[src/rtl/cpu_bus_arbiter.sv]
// cpu_bus_arbiter: merges the core's instruction and data SRAM-like ports
// into one SRAM-like master port. Address phases are arbitrated
// combinationally. The owner of every accepted transaction is recorded in an
// in-order ID FIFO so that each data_ok/rdata return reaches the right master.
//
// Optional build macro:
//   ARB_RR_EN - round-robin arbitration on contention instead of the default
//               fixed data-over-inst priority.

module cpu_bus_arbiter #(
    parameter int DEPTH = 4,
    parameter int IDX_W = 2
) (
    input  logic        clk,
    input  logic        reset,

    input  logic        inst_req,
    input  logic        inst_cache,
    input  logic [31:0] inst_addr,
    output logic        inst_addr_ok,
    output logic        inst_data_ok,
    output logic [31:0] inst_rdata,

    input  logic        data_req,
    input  logic        data_cache,
    input  logic        data_wr,
    input  logic [3:0]  data_wstrb,
    input  logic [31:0] data_addr,
    input  logic [2:0]  data_size,
    input  logic [31:0] data_wdata,
    output logic        data_addr_ok,
    output logic        data_data_ok,
    output logic [31:0] data_rdata,

    output logic        m_req,
    output logic        m_cache,
    output logic        m_wr,
    output logic [3:0]  m_wstrb,
    output logic [31:0] m_addr,
    output logic [2:0]  m_size,
    output logic [31:0] m_wdata,
    input  logic        m_addr_ok,
    input  logic        m_data_ok,
    input  logic [31:0] m_rdata,

    output logic        busy,
    output logic        proto_err
);

    localparam logic [IDX_W:0] FULL_CNT = (IDX_W + 1)'(DEPTH);

    // ID encoding stored in the FIFO: 0 = instruction, 1 = data.
    logic [DEPTH-1:0] id_fifo;
    logic [IDX_W-1:0] wr_ptr;
    logic [IDX_W-1:0] rd_ptr;
    logic [IDX_W:0]   count;

    logic full;
    logic gnt_i;
    logic gnt_d;
    logic push;
    logic pop;
    logic pop_id;
    logic stray_ok;

`ifdef ARB_RR_EN
    logic rr_last;

    // Grant: on contention favour the master that was not granted last time.
    always_comb begin
        gnt_d = 1'b0;
        gnt_i = 1'b0;
        if (!full) begin
            gnt_d = data_req && (!inst_req || !rr_last);
            gnt_i = inst_req && (!data_req || rr_last);
        end
    end

    // Remember the owner of the most recently accepted transaction.
    always_ff @(posedge clk or posedge reset) begin
        if (reset) begin
            rr_last <= 1'b1;
        end else if (push) begin
            rr_last <= gnt_d;
        end
    end
`else
    // Grant: fixed priority, data beats instruction; nothing granted when full.
    always_comb begin
        gnt_d = data_req && !full;
        gnt_i = inst_req && !data_req && !full;
    end
`endif

    // Handshake decode and master-port field steering.
    always_comb begin
        full     = (count == FULL_CNT);
        m_req    = gnt_i || gnt_d;
        push     = m_req && m_addr_ok;
        pop      = m_data_ok && (count != '0);
        stray_ok = m_data_ok && (count == '0);
        pop_id   = id_fifo[rd_ptr];

        inst_addr_ok = gnt_i && m_addr_ok;
        data_addr_ok = gnt_d && m_addr_ok;
        inst_data_ok = pop && !pop_id;
        data_data_ok = pop && pop_id;
        inst_rdata   = m_rdata;
        data_rdata   = m_rdata;

        m_cache = inst_cache;
        m_wr    = 1'b0;
        m_wstrb = 4'h0;
        m_addr  = inst_addr;
        m_size  = 3'd2;
        m_wdata = 32'h0;
        if (gnt_d) begin
            m_cache = data_cache;
            m_wr    = data_wr;
            m_wstrb = data_wstrb;
            m_addr  = data_addr;
            m_size  = data_size;
            m_wdata = data_wdata;
        end

        busy = (count != '0);
    end

    // ID FIFO, pointers, occupancy and the sticky stray-return flag.
    always_ff @(posedge clk or posedge reset) begin
        if (reset) begin
            id_fifo   <= '0;
            wr_ptr    <= '0;
            rd_ptr    <= '0;
            count     <= '0;
            proto_err <= 1'b0;
        end else begin
            if (push) begin
                id_fifo[wr_ptr] <= gnt_d;
                wr_ptr          <= wr_ptr + 1'b1;
            end
            if (pop) begin
                rd_ptr <= rd_ptr + 1'b1;
            end
            case ({push, pop})
                2'b10:   count <= count + 1'b1;
                2'b01:   count <= count - 1'b1;
                default: count <= count;
            endcase
            if (stray_ok) begin
                proto_err <= 1'b1;
            end
        end
    end

endmodule

[config.mk]
export PLATFORM = sky130hd
export DESIGN_NAME = cpu_bus_arbiter
export DESIGN_NICKNAME = d
export VERILOG_FILES = /design/src/rtl/cpu_bus_arbiter.sv
export SDC_FILE = /design/constraint.sdc
export NUM_CORES = 1
export LEC_CHECK = 0
export BUFFER_PORTS_ARGS = -buffer_cell sky130_fd_sc_hd__buf_2
export CAP_MARGIN = 20
export CORE_AREA = 4 4 111 113
export DETAILED_ROUTE_END_ITERATION = 8
export DIE_AREA = 0 0 115 117
export PLACE_DENSITY = 0.58
export SETUP_SLACK_MARGIN = 0.3
export SYNTH_ARGS = -nofsm -noshare
export SYNTH_HDL_FRONTEND = slang
export SYNTH_SLANG_ARGS = --single-unit
[constraint.sdc]
create_clock -name clk -period 2.12 [get_ports clk]
set_input_delay 0.106 -clock clk [delete_from_list [all_inputs] [get_ports clk]]
set_output_delay 0.106 -clock clk [all_outputs]
set_load 0.01 [all_outputs]
==> Yosys cells after proc, flatten, opt, wreduce, memory -nomap -nowiden <==
Index checks and enable logic that the tools add are counted.
{ "op_classes": {"addsub": 4, "magnitude_cmp": 3, "eq_ne": 3, "n_mux": 12, "reduce_logical": 18} }
{ "op_table": {"columns": ["op", "n"], "rows": [
  ["two-way mux 32 bit", 2],
  ["logical AND 1 bit", 11],
  ["< comparator 2 x 3 -> 1 bit (second input constant)", 2],
  ["one-hot mux 3 bit (2 select lines)", 1],
  ["adder 2 x 1 -> 2 bit (second input constant)", 2],
  ["bitwise mux 4 bit", 1],
  ["two-way mux 1 bit", 4],
  ["two-way mux 4 bit", 1],
  ["adder 3 x 1 -> 3 bit (second input constant)", 1],
  ["equality test 3 bit (second input constant)", 1],
  ["logical NOT 1 bit", 3],
  ["logical NOT 3 bit", 1],
  ["two-way mux 3 bit", 1],
  ["nonzero test 3 bit", 1],
  ["subtractor 3 x 1 -> 3 bit (second input constant)", 1],
  ["binary-select mux 1 bit (select 2 bit)", 1],
  ["demux 1 bit (select 2 bit)", 1],
  ["equality test 2 x 1 -> 1 bit (second input constant)", 1],
  ["equality test 2 bit (second input constant)", 1],
  [">= comparator 2 x 1 -> 1 bit (second input constant)", 1],
  ["nonzero test 2 bit", 1],
  ["logical OR 1 bit", 1]
]} }
{ "totals": {"ff_bits": 12, "word_cells": 45} }

==> Depth between registers and ports, before layout <==
{ "depth": {"word_depth": 7, "depth_mapped": 9, "mapped_depth_nobuf": 9} }

==> Least setup slack after synthesis <==
Ideal clock, no wire load.
{ "synth_path": {"path_kind": "register to register", "start": "reg count[0]", "end": "reg count[2]", "setup_ns": 0.079, "t_arrival_ns": 1.978, "path_slack_ns": 0.063, "stages_incl_launch_ff": 10, "n_path_buf": 0, "synth_period_minus_slack_ns": 2.057, "cell_sequence": "dfrtp_1 or3b_4 o211a_1 inv_1 ha_1 inv_1 fa_1 xor2_1 nor2_1 xor2_1"} }
{ "synth_via": {"elab_chain_len": 7, "elab_cells_between_ends": 14, "classes_between": "2 x add/sub; 3 x eq/ne; 1 x mux; 8 x reduce/logical"} }
{ "synth_rtl": {"columns": ["element", "line", "source"], "rows": [
  ["start, declared", "56", "logic [IDX_W:0] count;"],
  ["start signal, assigned", "146", "2'b10: count <= count + 1'b1;"],
  ["start signal, assigned", "147", "2'b01: count <= count - 1'b1;"],
  ["start signal, assigned", "148", "default: count <= count;"],
  ["equality test 3 bit", "97", "full = (count == FULL_CNT);"],
  ["logical NOT 1 bit", "90, 91", null],
  ["logical AND 1 bit, on equally long branches", "91, 90", null],
  ["logical OR 1 bit", "98", "m_req = gnt_i || gnt_d;"],
  ["logical AND 1 bit", "99", "push = m_req && m_addr_ok;"],
  ["equality test 2 x 1 -> 1 bit or equality test 2 bit (tied branches)", "145", "case ({push, pop})"],
  ["one-hot mux 3 bit (2 select lines) or nonzero test 2 bit (tied branches)", null, null]
]} }
Several ways; a longest one is shown, not always the timed one.
A chain may end at the register's enable or synchronous reset.

==> Worst setup path after layout <==
{ "layout_path": {"start": "reg count[1]", "end": "reg count[2]"} }
The elaborated chain is that of the path after synthesis.

==> results.json <==
{
  "ys_warn_count": 0,
  "worstPathMaxFanout": 2,
  "clock_skew_ns": 0.00198,
  "clockBufferDepth": 2,
  "worst_setup_path_start_kind": "register",
  "finalHoldViolCount": 0,
  "relSlewSlack_pct": 62.7,
  "clkTransAtPathRegs_ns": 0.04,
  "yosysTopAreaCell": "buf_4",
  "io-pin-count": 288,
  "drt_first_iter_violations": 105,
  "syn_area_sq_mm": 0.00187,
  "ys.flop_type": "dfrtp_1",
  "r2r-start": "count[1]",
  "worstHoldPathType": "input pin to register",
  "synth_common_cells": "buf_4 (64), and3_1 (39), mux2_2 (31)",
  "hold_end": "proto_err",
  "synth_top_area_share_pct": 25.7,
  "ant_nets": 0,
  "cts-root-buf": "clkbuf_16",
  "critPathCaptureType": "register",
  "drive_above_1_share_pct": 74.0,
  "avgRoutedWirePerCell_um": 17.0,
  "synth_most_common_cell": "buf_4",
  "antenna_found_initial": 0,
  "area_growth_pct": 44.8,
  "r2r-end": "count[2]",
  "worst_pin_slew_ns": 0.559,
  "grt_pass1_vias": 2084,
  "firstDrtPassIters": 4,
  "reg2reg_depth": 9,
  "clkSinkCount": 12,
  "tns_ns": 0,
  "finalCriticalPeriod_ns": 2.04,
  "antenna_cells": 0,
  "cts_made_buffers": 3,
  "rsz0062_at_grt": "yes",
  "detail_route.wirelength_um": 8170,
  "min-delay-start": "m_data_ok",
  "holdPathStages": 3,
  "placedCellCount": 469,
  "synth.avg_cell_area_sq_um": 9.02,
  "drv_cap": 0,
  "final_util_pct": 23.9,
  "fmax_ghz": 0.490,
  "via_count": 1961,
  "p_leak_nw": 1.57,
  "clk_latency_ns": 0.24,
  "vdd_drop_max_mv": 0.317,
  "start_util_pct": 16.5,
  "route.detailed.drc": 0,
  "core-area_sq_mm": 0.0113,
  "dp_hpwl_um": 6640,
  "status": "complete, no violations",
  "row_count": 39,
  "setup_viol": 0,
  "ys_seq_area_share_pct": 16.1,
  "synthArstFlopShare_pct": 100,
  "report.final.slew_viol_count": 0,
  "synth_seq_cells": 12,
  "reg2reg_setup_slack_ns": 0.08,
  "layout.nets": 489,
  "place.gp.congestion": 0.780,
  "min_period_over_period_pct": 96.3,
  "grt_pass1_wl_um": 11400,
  "synth.distinct_cells": 31,
  "die_h_um": 117,
  "cts_max_level": 1,
  "grt_usage_pct": 11.0,
  "vias_per_cell": 4.08,
  "dieWidth_um": 115,
  "cts_tree": "done",
  "syn_inst": 207,
  "cp.arrival_ns": 2.21,
  "portBuffers": 191,
  "cellPowerDensity_mw_per_mm2": 893,
  "fp.dieArea_sq_mm": 0.0135,
  "ys_top_cells_by_area": "buf_4 (26%), mux2_2 (19%), dfrtp_1 (16%)",
  "layout.cells.non_filler": 481,
  "cp.required_ns": 2.29,
  "critical_path_class": "register to register",
  "synth_nets": 357,
  "globalRoute.totalOverflow": 0,
  "grt_max_degree": 51,
  "synth_enable_flop_cells": 0
}
## cell families after synthesis
group                      count (synthesis)  share of synthesized area, %
and+or+nand+nor                           54                          18.8
buffers and inverters                     85                          31.6
muxes                                     36                          22.3
adders and majority gates                  6                          4.42
xor gates and xnor gates                   6                          2.82
DFF                                       12                          16.1
AOI/OAI and AO/OA                          8                          4.02
## worst max-delay path by stage
| stage | startpoint | slack [ns] | endpoint | depth (start not counted) |
|---|---|---|---|---|
| floorplan | count[0] | 0.06 | count[2] | 9 |
| global placement | count[1] | 0.08 | count[2] | 9 |
| detailed placement | count[1] | 0.01 | m_addr[31] | 5 |
| CTS | count[0] | 0.09 | count[2] | 9 |
| global route | count[1] | -0.02 | count[2] | 9 |
| finish | count[1] | 0.08 | count[2] | 9 |
## repair_timing
| item | in CTS | in global routing |
|---|---|---|
| cloned | 3 | 0 |
| setup buffers | 2 | 2 |
| endpoints found under the setup margin | 37 | 37 |
| pin swaps | 4 | 3 |
| hold buffers | 1 | 0 |
| hold endpoints to repair | 12 | 0 |
| resized for setup | 10 | 1 |
## metrics by stage
| step | total power [W] | setup WS, ns | hold WS (ns) | instance area, sq um |
|---|---|---|---|---|
| floorplan | 0.00145 | 0.0626 | -0.0293 | 1870 |
| global placement | 0.00184 | 0.0780 | 0.133 | 2480 |
| detailed placement | 0.00188 | 0.0145 | 0.146 | 2480 |
| CTS | 0.00240 | 0.0903 | 0.108 | 2680 |
| global route | 0.00260 | -0.0176 | 0.153 | 2700 |
| finish | 0.00241 | 0.0787 | 0.121 | 2700 |
## flip-flops by register name, indices dropped and copies added (netlist names)
register and flops:
id_fifo 4, count 3, rd_ptr 2, wr_ptr 2
proto_err 1
## report_power, final
part | internal, W | total [W] | switching, W
logic | 0.000785 | 0.00159 | 0.000809
clock network | 0.000285 | 0.000388 | 0.000103
registers | 0.000351 | 0.000431 | 0.0000797
## cells in the final DEF, fill, tap and decap left out, types with 3 or more instances in the layout
| master | instances |
|---|---|
| buf_2 | 191 |
| and3_1 | 39 |
| mux2_2 | 31 |
| dfrtp_1 | 12 |
| buf_4 | 8 |
| inv_1 | 7 |
| nand4_1 | 4 |
| a32o_1 | 4 |
| nand2_8 | 4 |
| ha_1 | 4 |
| xor2_1 | 3 |
| xnor2_1 | 3 |
| mux2_1 | 3 |
| clkbuf_16 | 3 |
## worst max-delay path: stages, from the launching register on
cell	delay, ns
dfrtp_1	0.37
or3b_4	0.42
o211a_1	0.13
inv_1	0.06
ha_2	0.19
inv_2	0.05
fa_2	0.34
xor2_1	0.15
nor2_1	0.11
xor2_1	0.16
## area by class of cell
cell class / count / area (sq um)
well taps: 143 / 179
inverters: 8 / 30.0
clock buffers: 4 / 88.8
flip-flops and latches: 12 / 300
fillers: 1234 / 8620
multi-input cells: 113 / 1060
repair buffers: 201 / 1050
## layer usage
metal  part of all wire [%]  global-route usage (%)  vias to the layer above
met5                      0                       0                        -
met4                    1.6                    3.05                        0
met3                     14                    3.86                       18
met2                     48                    19.6                      133
met1                     36                    12.4                      895
li1                       -                       -                      915
Power figures use the tool's default switching activity.
